File: src/rtl/psg_pkg.sv
// psg_pkg: shared constants for the SN76489-style PSG core.
// Contents: command-byte field positions, the attenuation-to-amplitude table,
// the noise rate constants and the latched-register descriptor type.
package psg_pkg;

    localparam int CMD_LATCH    = 7;
    localparam int CMD_CHAN_LSB = 5;
    localparam int CMD_TYPE     = 4;

    localparam logic [1:0] CHAN_NOISE = 2'd3;

    localparam logic [6:0] NOISE_RATE_0 = 7'd16;
    localparam logic [6:0] NOISE_RATE_1 = 7'd32;
    localparam logic [6:0] NOISE_RATE_2 = 7'd64;

    // 2 dB per step; 15 is silence.
    localparam logic [7:0] ATTN_LUT [16] = '{
        8'd255, 8'd203, 8'd161, 8'd128, 8'd102, 8'd81, 8'd64, 8'd51,
        8'd40,  8'd32,  8'd25,  8'd20,  8'd16,  8'd13, 8'd10, 8'd0
    };

    typedef struct packed {
        logic [1:0] chan;
        logic       is_attn;
    } latch_t;

    function automatic logic [6:0] noise_rate(input logic [1:0] r);
        return r == 2'd0 ? NOISE_RATE_0 : r == 2'd1 ? NOISE_RATE_1 : NOISE_RATE_2;
    endfunction

endpackage

File: src/rtl/psg_tone_channel.sv
// psg_tone_channel: one square-wave tone generator driven by the PSG tick.
// Ports: clk, reset (sync, active-high), tick (PSG tick strobe),
//        period (half-period in ticks, 0 means 2^TONE_BITS),
//        state (square output), toggle (combinational strobe on the tick where state flips).
module psg_tone_channel #(
    parameter int TONE_BITS = 10
) (
    input  logic                 clk,
    input  logic                 reset,
    input  logic                 tick,
    input  logic [TONE_BITS-1:0] period,
    output logic                 state,
    output logic                 toggle
);

    logic [TONE_BITS:0] cnt;

    assign toggle = tick && cnt <= (TONE_BITS+1)'(1);

    // The period is sampled only at reload, so period writes never restart the counter.
    always_ff @(posedge clk) begin
        if (reset) begin
            cnt   <= '0;
            state <= 1'b0;
        end else if (toggle) begin
            cnt   <= period == '0 ? {1'b1, {TONE_BITS{1'b0}}} : {1'b0, period};
            state <= ~state;
        end else if (tick) begin
            cnt <= cnt - 1'b1;
        end
    end

endmodule

File: src/rtl/sn_psg_core.sv
// sn_psg_core: SN76489-style PSG with three tone channels, one noise channel and a mixer.
// Ports: clk, reset (sync, active-high), wr_en/wr_data (command byte write, one per cycle),
//        chan_amp (registered per-channel amplitude, tone0 in LSBs, noise in MSBs),
//        audio_out (registered unsigned sum of the four channel amplitudes).
module sn_psg_core
    import psg_pkg::*;
#(
    parameter int                   CLK_DIV   = 16,
    parameter int                   TONE_BITS = 10,
    parameter int                   LFSR_BITS = 15,
    parameter logic [LFSR_BITS-1:0] LFSR_TAPS = 15'h0003,
    parameter int                   AMP_BITS  = 8
) (
    input  logic                  clk,
    input  logic                  reset,
    input  logic                  wr_en,
    input  logic [7:0]            wr_data,
    output logic [4*AMP_BITS-1:0] chan_amp,
    output logic [AMP_BITS+1:0]   audio_out
);

    localparam int PW = CLK_DIV > 2 ? $clog2(CLK_DIV) : 1;
    localparam logic [LFSR_BITS-1:0] LFSR_SEED = {1'b1, {(LFSR_BITS-1){1'b0}}};

    logic [PW-1:0]        presc;
    logic                 tick;
    logic [3:0]           attn [4];
    logic [TONE_BITS-1:0] tone [3];
    logic [2:0]           noise_ctl;
    latch_t               lreg, tgt;
    logic                 is_latch, noise_wr;
    logic [2:0]           tone_state, tone_tog;
    logic                 unused_tog;
    logic [6:0]           ncnt;
    logic                 nstate, n_tog, fb;
    logic [LFSR_BITS-1:0] lfsr;
    logic [AMP_BITS-1:0]  amp_n [4];

    assign tick = presc == PW'(CLK_DIV - 1);

    always_ff @(posedge clk) begin
        if (reset) presc <= '0;
        else presc <= tick ? '0 : presc + 1'b1;
    end

    // Data bytes reuse the latched target; latch bytes both select and write.
    assign is_latch = wr_data[CMD_LATCH];
    assign tgt      = is_latch ? latch_t'({wr_data[CMD_CHAN_LSB +: 2], wr_data[CMD_TYPE]}) : lreg;
    assign noise_wr = wr_en && tgt.chan == CHAN_NOISE && !tgt.is_attn;

    always_ff @(posedge clk) begin
        if (reset) begin
            for (int i = 0; i < 4; i++) attn[i] <= 4'hF;
            for (int i = 0; i < 3; i++) tone[i] <= '0;
            noise_ctl <= '0;
            lreg      <= '0;
        end else if (wr_en) begin
            lreg <= tgt;
            if (tgt.is_attn) attn[tgt.chan] <= wr_data[3:0];
            else if (tgt.chan == CHAN_NOISE) noise_ctl <= wr_data[2:0];
            else if (is_latch) tone[tgt.chan][3:0] <= wr_data[3:0];
            else tone[tgt.chan][TONE_BITS-1:4] <= (TONE_BITS-4)'(wr_data[5:0]);
        end
    end

    for (genvar g = 0; g < 3; g++) begin : g_tone
        psg_tone_channel #(.TONE_BITS(TONE_BITS)) u_tone (
            .clk    (clk),
            .reset  (reset),
            .tick   (tick),
            .period (tone[g]),
            .state  (tone_state[g]),
            .toggle (tone_tog[g])
        );
    end

    assign unused_tog = ^tone_tog[1:0];

    // Rate 3 slaves the noise clock to tone2; the LFSR advances on noise-state rising edges.
    assign n_tog = noise_ctl[1:0] == 2'b11 ? tone_tog[2] : tick && ncnt <= 7'd1;
    assign fb    = noise_ctl[2] ? ^(lfsr & LFSR_TAPS) : lfsr[0];

    always_ff @(posedge clk) begin
        if (reset) begin
            ncnt   <= '0;
            nstate <= 1'b0;
            lfsr   <= LFSR_SEED;
        end else begin
            if (n_tog) nstate <= ~nstate;
            if (tick && noise_ctl[1:0] != 2'b11) ncnt <= ncnt <= 7'd1 ? noise_rate(noise_ctl[1:0]) : ncnt - 1'b1;
            lfsr <= noise_wr ? LFSR_SEED : n_tog && !nstate ? {fb, lfsr[LFSR_BITS-1:1]} : lfsr;
        end
    end

    always_comb begin
        for (int i = 0; i < 3; i++) amp_n[i] = tone_state[i] ? AMP_BITS'(ATTN_LUT[attn[i]]) : '0;
        amp_n[3] = lfsr[0] ? AMP_BITS'(ATTN_LUT[attn[3]]) : '0;
    end

    always_ff @(posedge clk) begin
        if (reset) begin
            chan_amp  <= '0;
            audio_out <= '0;
        end else begin
            for (int i = 0; i < 4; i++) chan_amp[i*AMP_BITS +: AMP_BITS] <= amp_n[i];
            audio_out <= (AMP_BITS+2)'(chan_amp[0 +: AMP_BITS]) + (AMP_BITS+2)'(chan_amp[AMP_BITS +: AMP_BITS])
                       + (AMP_BITS+2)'(chan_amp[2*AMP_BITS +: AMP_BITS]) + (AMP_BITS+2)'(chan_amp[3*AMP_BITS +: AMP_BITS]);
        end
    end

endmodule

File: config.mk
export PLATFORM = sky130hd
export DESIGN_NAME = sn_psg_core
export DESIGN_NICKNAME = d
export VERILOG_FILES = /design/src/rtl/psg_pkg.sv /design/src/rtl/psg_tone_channel.sv /design/src/rtl/sn_psg_core.sv
export SDC_FILE = /design/constraint.sdc
export NUM_CORES = 1
export LEC_CHECK = 0
export ABC_AREA = 0
export CAP_MARGIN = 20
export CORE_MARGIN = 2
export CORE_UTILIZATION = 30
export CTS_CLUSTER_DIAMETER = 80
export DETAILED_ROUTE_END_ITERATION = 10
export DONT_BUFFER_PORTS = 1
export PLACE_DENSITY_LB_ADDON = 0.05
export SETUP_SLACK_MARGIN = 0.3
export SLEW_MARGIN = 10
export SYNTH_ARGS = -nofsm -noshare
export SYNTH_HDL_FRONTEND = slang
export SYNTH_SLANG_ARGS = --single-unit
File: constraint.sdc
create_clock -name clk -period 4.2 [get_ports clk]
set_input_delay 0.63 -clock clk [delete_from_list [all_inputs] [get_ports clk]]
set_output_delay 0.63 -clock clk [all_outputs]
set_load 0.03 [all_outputs]
# Word level (Yosys, flattened, before mapping)

Memories as Yosys holds them, arrays and structs flattened. A register that Yosys moved wholly into a read port is not among the register bits.
Cells that the tools add are included.

Latch bits: 0
RAM bits: 46
Memory bits (read-only): 512
Memories: 6
Bits of input ports: 11
Register bits: 79

Multipliers: 0
Reduce and logical (&&, ||, !) cells: 27
Divide/modulo/power cells: 0
Shift-type cells: 0
Eq/ne operators: 5
Bitwise logic cells: 10
Order comparisons: 4
$add $sub $neg: 8
Muxes and demuxes: 39

Memories:

| name            | depth | width | read ports | clocked after memory_dff | wr ports | line              | RTL |
|---|---|---|---|---|---|---|---|
| (no name shown) | 16    | 8     | 1          | 1                        | 0        | sn_psg_core.sv:97 | `amp_n[3] = lfsr[0] ? AMP_BITS'(ATTN_LUT[attn[3]]) : '0;` |
| (no name shown) | 16    | 8     | 1          | 1                        | 0        | sn_psg_core.sv:96 | `for (int i = 0; i < 3; i++) amp_n[i] = tone_state[i] ? AMP_BITS'(ATTN_LUT[attn[i]]) : '0;` |
| (no name shown) | 16    | 8     | 1          | 1                        | 0        | sn_psg_core.sv:96 |  |
| (no name shown) | 16    | 8     | 1          | 1                        | 0        | sn_psg_core.sv:96 |  |
| tone            | 3     | 10    | 3          | 0                        | 3        | sn_psg_core.sv:28 | `logic [TONE_BITS-1:0] tone [3];` |
| attn            | 4     | 4     | 4          | 0                        | 4        | sn_psg_core.sv:27 | `logic [3:0] attn [4];` |

Operator list:

| operator                                             | number |
|---|---|
| 2-to-1 mux 11 bit                                    | 9 |
| <= comparator 11 x 1 -> 1 bit, second input constant | 3 |
| subtractor 11 x 1 -> 11 bit, second input constant   | 3 |
| logical NOT 10 bit                                   | 3 |
| 2-to-1 mux 1 bit                                     | 21 |
| 2-to-1 mux 7 bit                                     | 3 |
| inverter 4 -> 5 bit                                  | 4 |
| parity 15 bit                                        | 1 |
| OR reduction 2 bit                                   | 6 |
| adder 10 x 8 -> 10 bit                               | 1 |
| adder 9 x 8 -> 10 bit                                | 1 |
| 2-to-1 mux 10 bit                                    | 1 |
| OR reduction 10 bit                                  | 1 |
| adder 8 x 8 -> 9 bit                                 | 1 |
| logical AND 1 bit                                    | 8 |
| <= comparator 7 x 1 -> 1 bit, second input constant  | 1 |
| subtractor 7 x 1 -> 7 bit, second input constant     | 1 |
| 2-to-1 mux 2 bit                                     | 3 |
| inverter 1 bit                                       | 6 |
| nonzero test 2 bit                                   | 3 |
| adder 4 x 1 -> 4 bit, second input constant          | 1 |
| == test 2 bit, second input constant                 | 2 |
| == test 4 bit, second input constant                 | 1 |
| 2-to-1 mux 4 bit                                     | 1 |
| 7 further kinds                                      | 8 |

# Logic depth before layout (Yosys ltp)

Gate-level depths: netlist of run 1.

Depth in word-level cells: 9
Mapped depth: 11

# Modules after synthesis

From an unflattened synthesis of run 1, not the netlist that was laid out.

Cells, all modules: 907
Area total of the unflattened synthesis: 8627.0 µm²

By module, submodules not included:

| module                                   | times used | area each (µm²) | cells each |
|---|---|---|---|
| sn_psg_core                              | 1          | 6077.1          | 611 |
| psg_tone_channel at g_tone[1].u_tone ... | 2          | 870.8           | 98 |
| psg_tone_channel at g_tone[0].u_tone     | 1          | 808.3           | 100 |

# Worst setup path after synthesis of run 1

Ideal clock, no wire load.

Path type: register -> register
Start point: register chan_amp[1]
End point: register audio_out[7]
Stages on the path, launching flop included: 12
Data arrival time: 3135 ps
Path slack: 949 ps
Cells stage by stage: dfxtp_1 inv_1 fa_1 inv_1 fa_1 ha_1 fa_1 a21oi_1 o21ai_0 o21a_1 or3_1 and3_1

Longest elaborated chain between the ends: 3

Ends and longest elaborated chain:

| what                   | line               | RTL |
|---|---|---|
| from (decl)            | sn_psg_core.sv:18  | `output logic [4*AMP_BITS-1:0] chan_amp,` |
| adder 8 x 8 -> 9 bit   | sn_psg_core.sv:106 | `audio_out <= (AMP_BITS+2)'(chan_amp[0 +: AMP_BITS]) + (AMP_BITS+2)'(chan_amp[AMP_BITS +: AMP_BITS])` |
| adder 9 x 8 -> 10 bit  | sn_psg_core.sv:107 | `+ (AMP_BITS+2)'(chan_amp[2*AMP_BITS +: AMP_BITS]) + (AMP_BITS+2)'(chan_amp[3*AMP_BITS +: AMP_BITS]);` |
| adder 10 x 8 -> 10 bit | sn_psg_core.sv:107 |  |
| to (signal assigned)   | sn_psg_core.sv:106 |  |
| to (decl)              | sn_psg_core.sv:19  | `output logic [AMP_BITS+1:0] audio_out` |

No other way between the ends.
A chain may end at the register's enable or synchronous reset.

# Worst setup path after layout of run 1

Same ends and word-level chain as after synthesis.

==> summary.txt, run 1 <==
Run status
  • Status: finished, final reports clean

Clocking
  • CTS H-tree lvls: 4
  • Reg clk slew, reported paths: 70 ps
  • CTS buffer count: 17
  • Clock root cell: clkbuf_16
  • Post-CTS Resized: 0
  • CTS tree: built
  • Setup repair bufs after CTS: 0
  • CTS Sinks: around 160
  • Hold buffers post-CTS: 0
  • Worst skew pair latency: ~430 ps
  • Max Root-Sink Buffers: 2

Yosys
  • Post-synthesis simple-gate area fraction: 0.200
  • Mux cell area share after synthesis: 0.0379
  • Distinct cells, synth: 66
  • EDFF count, synth: 46
  • Ys Warns: 0
  • Synth async-reset ratio: 0
  • Post-Syn Area: around 8000 um^2
  • Main combinational cell family by area after synthesis: simple AND/OR/NAND/NOR gates
  • Compound-gate portion of the synthesized area: 0.148
  • Post-synth top area share: 0.278
  • Register bit total from synthesis: between 150 and 200
  • Syn Nets: slightly above 900
  • Syn Area/Cell: 9.20 um^2
  • Yosys top cell by area: dfxtp_1
  • Post-Synth XOR/XNOR Area: 0.0121
  • Area share of fa/ha/maj cells after synthesis: 0.0997
  • Cells after Synth: 868
  • Top_reg_cell synth: dfxtp_1
  • Synth top area cells: dfxtp_1 (28%), edfxtp_1 (17%), ha_1 (6.0%)
  • Seq/Total Area, Yosys: 0.451

Timing
  • Max Slew Vio Count: 0
  • Period minus WS final: about 3500 ps
  • Finish-stage setup viols: 0
  • Period Utilization, post-route: 0.830
  • Final Hold Viols: 0
  • Clock Skew: between 15 and 20 ps
  • Post-route setup TNS: 0 ps
  • Fmax achieved: roughly 290 MHz
  • Relative slew slack: 0.374
  • RSZ-0062 raised after global routing: no
  • Slew of the pin with the lowest slew margin: 931 ps

Die
  • Initial Utilization: 0.306
  • Die Y: 167 um
  • DIE AREA: about 28000 um^2
  • Ports: 53
  • Core area: between 20000 and 30000 um^2
  • Die X: 167 um
  • Core Rows: 59

Power and ir drop
  • Leakage power figure: approximately 3.4 nW
  • Pwr Density: ~370 nW/um^2
  • VDD IR-drop max: slightly above 200 uV

Drt
  • Per-cell routed wire length: roughly 18 um
  • Final wirelength: 21300 um
  • DRC errors left: 0
  • Vias per cell: between 5 and 6
  • Antenna viol nets, final: 0
  • DR pass1 iterations: 6
  • Vias: 6189
  • Initial DRC count: about 420

Worst setup path
  • Critical Path Start Type: flop
  • Max incr delay on CP: 540 ps
  • Most frequent CP cell: fa_1
  • Crit path required time: ~4500 ps
  • Worst setup EP type: flop
  • CP arrival: 3800 ps
  • R2R Setup Slk: approximately 700 ps
  • Critical path type: reg -> reg
  • Slowest cell on crit path: fa_1
  • Max FO, Critical Path: 3
  • Critical-path cell list: inv_1 -> fa_1 -> inv_1 -> fa_1 -> ha_1 -> fa_1 -> a21oi_1 -> o21ai_0 -> o21a_1 -> or3_1 -> and3_1

Placed design
  • Placed Instances: 1171
  • Port Buf Inserts: 0
  • GPL Wtd Cong: roughly 0.8
  • Placed Area: between 8000 and 9000 um^2
  • Hpwl dp: about 15000 um

Global route
  • Pin count of the biggest net entering global routing: between 50 and 60
  • Met2 Usage GRT: 0.247
  • GRT met3 Usage: 0.0321
  • Total grt overflow: 0
  • Initial antenna violation count: 0
  • Global route hottest layer: met2
  • Vias in the first global route: 5937
  • All-Layer GR Usage: 0.154
  • First-pass GRT wire length: around 34000 um
  • Met1 Use GR: 0.211

Cells and area
  • Non-Filler Instances: ~1200
  • Fin area: roughly 8900 um^2
  • Layout cells sized above 1: 0.0587
  • Final net count: between 900 and 1000
  • Diodes inserted: 0
  • Area added between synthesis and finish: 11.6%

Min path
  • Hold Path Class: in -> reg

Job
  • Max Cap Viol: 0
-- sequential cells by signal (all words and copies together) (netlist names) --
register / count
chan_amp: 32
audio_out: 10
lfsr: 15
noise_ctl: 3
nstate: 1
ncnt: 7
g_tone.u_tone.cnt: 33
lreg: 3
presc: 4
g_tone.u_tone.state: 3
tone: 30
attn: 16
-- layout make-up --
| class | instances | area [um^2] |
|---|---|---|
| multi-input cells | 604 | 3970 |
| clock buffers | 23 | 514 |
| fillers | 2726 | 17200 |
| clock inverters | 9 | 95.1 |
| repair buffers | 5 | 41.3 |
| flip-flops and latches | 157 | 3600 |
| well taps | 335 | 419 |
| inverters | 71 | 267 |
-- cells by family after synthesis --
logic type               after synthesis
AND/OR/NAND/NOR                      327
AO/OA/AOI/OAI                        182
flip-flops                           157
buffers and inverters                107
adder cells (fa/ha/maj)               54
multiplexers                          30
XOR/XNOR                              11
-- layout by cell type, fill, tap and decap left out, types with 4 or more instances in the layout --
master       n
nor4_1      15
and2_1       9
o21bai_1     4
xnor2_1      5
o211ai_1     4
xor2_1       6
nand4_1      4
and3_1       7
a2111oi_0    6
dfxtp_1    111
nor2_1     103
clkinv_4     4
a211oi_1    29
inv_1       71
nand4b_1     5
edfxtp_1    46
o21ai_0     37
nor3b_1      5
ha_1        38
buf_4        4
nor3_1      39
o32ai_1      7
nand3b_1     4
a31oi_1     15
a21oi_1     47
o22ai_1      4
or3_1        6
fa_1        16
nand3_1     19
nand2_1     80
clkbuf_16   19
nor2b_1     10
nand2b_1     4
mux2i_1     28
-- power breakdown --
part	total, mW	leakage [nW]	internal, mW	switching (mW)
Combinational	0.0812	1.75	0.0228	0.0584
Sequential	1.60	1.33	1.58	0.0197
Clock	1.59	0.303	0.935	0.653
Total	3.27	3.38	2.53	0.731
-- stage by stage --
stage               hold slack, ps  setup slack (ps)   util  total power [mW]
floorplan                      430               949      -              1.69
global placement               444               778  0.317              1.71
detailed placement             445               715  0.317              1.71
CTS                            241               712  0.341              3.31
global route                   244               491  0.341              3.39
finish                         274               713  0.341              3.27
-- layer usage --
layer  wire length, um  vias to the layer above
met5                 0                        -
met4               265                        0
met3               799                       18
met2              9800                      112
met1             10400                     2993
li1                  -                     3066
-- Yosys cell counts, types with 3 or more instances --
library cell / instances
dfxtp_1: 111
nor2_1: 103
nand2_1: 80
inv_1: 71
a21oi_1: 47
edfxtp_1: 46
nor3_1: 39
ha_1: 38
o21ai_0: 37
clkbuf_1: 30
a211oi_1: 29
mux2i_1: 28
nand3_1: 19
fa_1: 16
a31oi_1: 15
nor4_1: 15
nor2b_1: 10
and2_1: 9
and3_1: 7
o32ai_1: 7
a2111oi_0: 6
or3_1: 6
xor2_1: 6
buf_2: 5
nand4b_1: 5
nor3b_1: 5
xnor2_1: 5
nand2b_1: 4
nand3b_1: 4
nand4_1: 4
o211ai_1: 4
o21bai_1: 4
o22ai_1: 4
o21a_1: 3
o221ai_1: 3
o31ai_1: 3
o41ai_1: 3
or4_1: 3
-- worst max-delay path: cells and delay by family (launching register included) --
family	cells	cell delay [ps]
AOI/OAI and AO/OA	3	560
buffers and inverters	2	160
DFF	1	520
adders and majority gates	4	1660
and+or+nand+nor	2	470
-- worst paths after layout --
kind                     from            to  cells after the start
setup reg to reg  chan_amp[1]  audio_out[7]                     11
hold reg to reg      lfsr[14]      lfsr[13]                      2
setup / recovery  chan_amp[1]  audio_out[7]                     11
hold / removal          reset      presc[3]                      1
No activity file was read; power rests on OpenSTA's default activity.
==> inputs of run 2 (changes only) <==
==> constraint.sdc (replaced) <==
create_clock -name clk -period 3 [get_ports clk]
set_input_delay 0.45 -clock clk [delete_from_list [all_inputs] [get_ports clk]]
set_output_delay 0.45 -clock clk [all_outputs]
set_load 0.03 [all_outputs]
==> run 2 against run 1 <==
Worst hold slack got worse by 190 ps. Power grew 38%. Sequential power rose by 39%. Critical path depth unchanged. Design area rose by 4.3%. Final cell count grew 3.7%. Register-to-register slack got worse by 680 ps. Combinational power rose by 40%. Worst setup slack got worse by 680 ps. Fmax rose by 17%. Critical endpoint unchanged. Largest cell class unchanged. Largest power group unchanged. Highest routed layer unchanged.
==> summary.txt, run 2 (synthesis gave the netlist of run 1 again) <==
Global route
  • First-pass GRT wire length: approximately 34000 um
  • Total grt overflow: 0
  • Initial antenna violation count: 0
  • Vias in the first global route: roughly 6100
  • Pin count of the biggest net entering global routing: 54
  • All-Layer GR Usage: 0.155

Cells and area
  • Most common cell after layout, fill and taps aside: nor2_1
  • Layout cells sized above 1: 0.128
  • Largest register FFs: 33
  • Footprint of the multi-input gates: ~4000 um^2
  • Regs by FF count: g_tone.u_tone.cnt: 33 flops, chan_amp: 32 flops, tone: 30 flops
  • Register area: 3620 um^2
  • Area added between synthesis and finish: 16.5%
  • Diodes inserted: 0
  • Commonest non-fill, non-tap cells in the layout: nor2_1 (103), dfxtp_1 (102), nand2_1 (80)
  • Fin area: around 9300 um^2
  • Filler instances: approximately 2700
  • Top reg by flops: g_tone.u_tone.cnt
  • Final net count: 965

Power and ir drop
  • VDD IR-drop max: approximately 270 uV
  • Leakage power figure: 3.58 nW
  • Pwr Density: a little under 500 nW/um^2

Drt
  • Antenna viol nets, final: 0
  • Final wirelength: between 20000 and 25000 um
  • Initial DRC count: approximately 520
  • Vias per cell: just over 5
  • Per-cell routed wire length: approximately 17 um
  • DRC errors left: 0
  • Vias: between 6000 and 7000
  • DR pass1 iterations: 5

Timing
  • Finish-stage setup viols: 0
  • Final Hold Viols: 0
  • Relative slew slack: 0.424
  • Post-route setup TNS: 0 ps
  • Clock Skew: 10.5 ps
  • Period minus WS final: between 2000 and 3000 ps
  • Period Utilization, post-route: 0.990
  • RSZ-0062 raised after global routing: yes
  • Fmax achieved: around 340 MHz
  • Slew of the pin with the lowest slew margin: 860 ps
  • Max Slew Vio Count: 0

Clocking
  • Max Root-Sink Buffers: 2
  • CTS H-tree lvls: 4
  • Worst skew pair latency: 430 ps
  • Reg clk slew, reported paths: around 60 ps
  • CTS buffer count: 17
  • CTS Sinks: ~160
  • Clock root cell: clkbuf_16
  • CTS tree: built

Die
  • DIE AREA: approximately 28000 um^2
  • Ports: 53
  • Die Y: approximately 170 um
  • Core area: around 26000 um^2
  • Core Rows: slightly below 60
  • Initial Utilization: 0.306
  • Die X: around 170 um

Worst setup path
  • Crit path required time: roughly 3300 ps
  • Critical path type: reg -> reg
  • CP arrival: 3290 ps
  • Critical Path Start Type: flop
  • Crit path from: chan_amp[1]
  • Worst setup EP type: flop
  • R2r startpoint: chan_amp[1]
  • Max FO, Critical Path: 2

Job
  • Max Cap Viol: 0

Placed design
  • Placed Area: around 8600 um^2
  • GPL Wtd Cong: around 0.86
  • Hpwl dp: about 16000 um
  • Port Buf Inserts: 0

Run status
  • Status: finished, final reports clean

Min path
  • Hold Path Class: in -> reg
  • HP Start: reset
[run 2: report_power, final]
group | leakage (nW) | switching [mW] | internal (mW)
registers | 1.33 | 0.0272 | 2.21
logic | 1.96 | 0.0792 | 0.0345
clock network | 0.287 | 0.907 | 1.25
total | 3.58 | 1.01 | 3.49
[run 2: path summary, 6_finish.rpt]
| kind | cells past startpoint | to | slack [ps] |
|---|---|---|---|
| worst max-delay path | 11 | audio_out[7] | 30 |
| worst min-delay path | 1 | lreg[1] | 90 |
| worst max register to register | 11 | audio_out[7] | 30 |
| worst min register to register | 2 | lfsr[10] | 470 |
[run 2: through the flow]
step | hold slack, ps | utilization | setup WS (ps) | instances | power [mW]
3_3_place_gp | 444 | 0.330 | 26.5 | 1210 | 2.39
4_1_cts | 72.0 | 0.353 | 17.7 | 1243 | 4.56
6_report | 88.9 | 0.356 | 29.7 | 1248 | 4.50
5_1_grt | 72.2 | 0.356 | -68.2 | 1248 | 4.67
3_5_place_dp | 462 | 0.330 | -3.07 | 1210 | 2.40
2_1_floorplan | 430 | - | 32.9 | 868 | 2.36
[run 2: worst max-delay path, cell delays in order, from the launching register on]
cell	delay (ps)
dfxtp_4	350
inv_2	40
fa_1	520
inv_1	60
fa_2	430
ha_2	200
fa_2	350
a21oi_2	190
o21ai_2	90
o21a_1	170
or3_1	290
and3_1	180
[run 2: area by class of cell]
type	count	area share
tap	335	0.0451
clock inverter	10	0.0110
sequential	157	0.389
clock buffer	22	0.0522
inverter	71	0.0287
multi-input combinational	604	0.434
timing repair buffer	49	0.0400
[run 2: repair_timing]
| action | in CTS | in global routing |
|---|---|---|
| hold buffers | 0 | 0 |
| gates resized for setup | 5 | 9 |
| buffers inserted | 1 | 5 |
| setup endpoints to repair | 4 | 4 |
| pin swaps | 7 | 14 |
[run 2: layer usage]
| metal | GRT usage | part of all wire | vias to the layer above |
|---|---|---|---|
| met3 | 0.0350 | 0.041 | 12 |
| met5 | 0 | 0 | - |
| li1 | - | - | 3164 |
| met4 | 0.0378 | 0.0080 | 0 |
| met1 | 0.217 | 0.50 | 3058 |
| met2 | 0.244 | 0.46 | 115 |
==> inputs of run 3 (changes only) <==
--- a/config.mk
+++ b/config.mk
@@ -6,7 +6,7 @@
 export NUM_CORES = 1
 export LEC_CHECK = 0
 export ABC_AREA = 0
-export CAP_MARGIN = 20
+export CAP_MARGIN = 10
 export CORE_MARGIN = 2
 export CORE_UTILIZATION = 30
 export CTS_CLUSTER_DIAMETER = 80
==> results of run 3 <==
The final DEF is identical to that of run 2; final timing and power are the same.
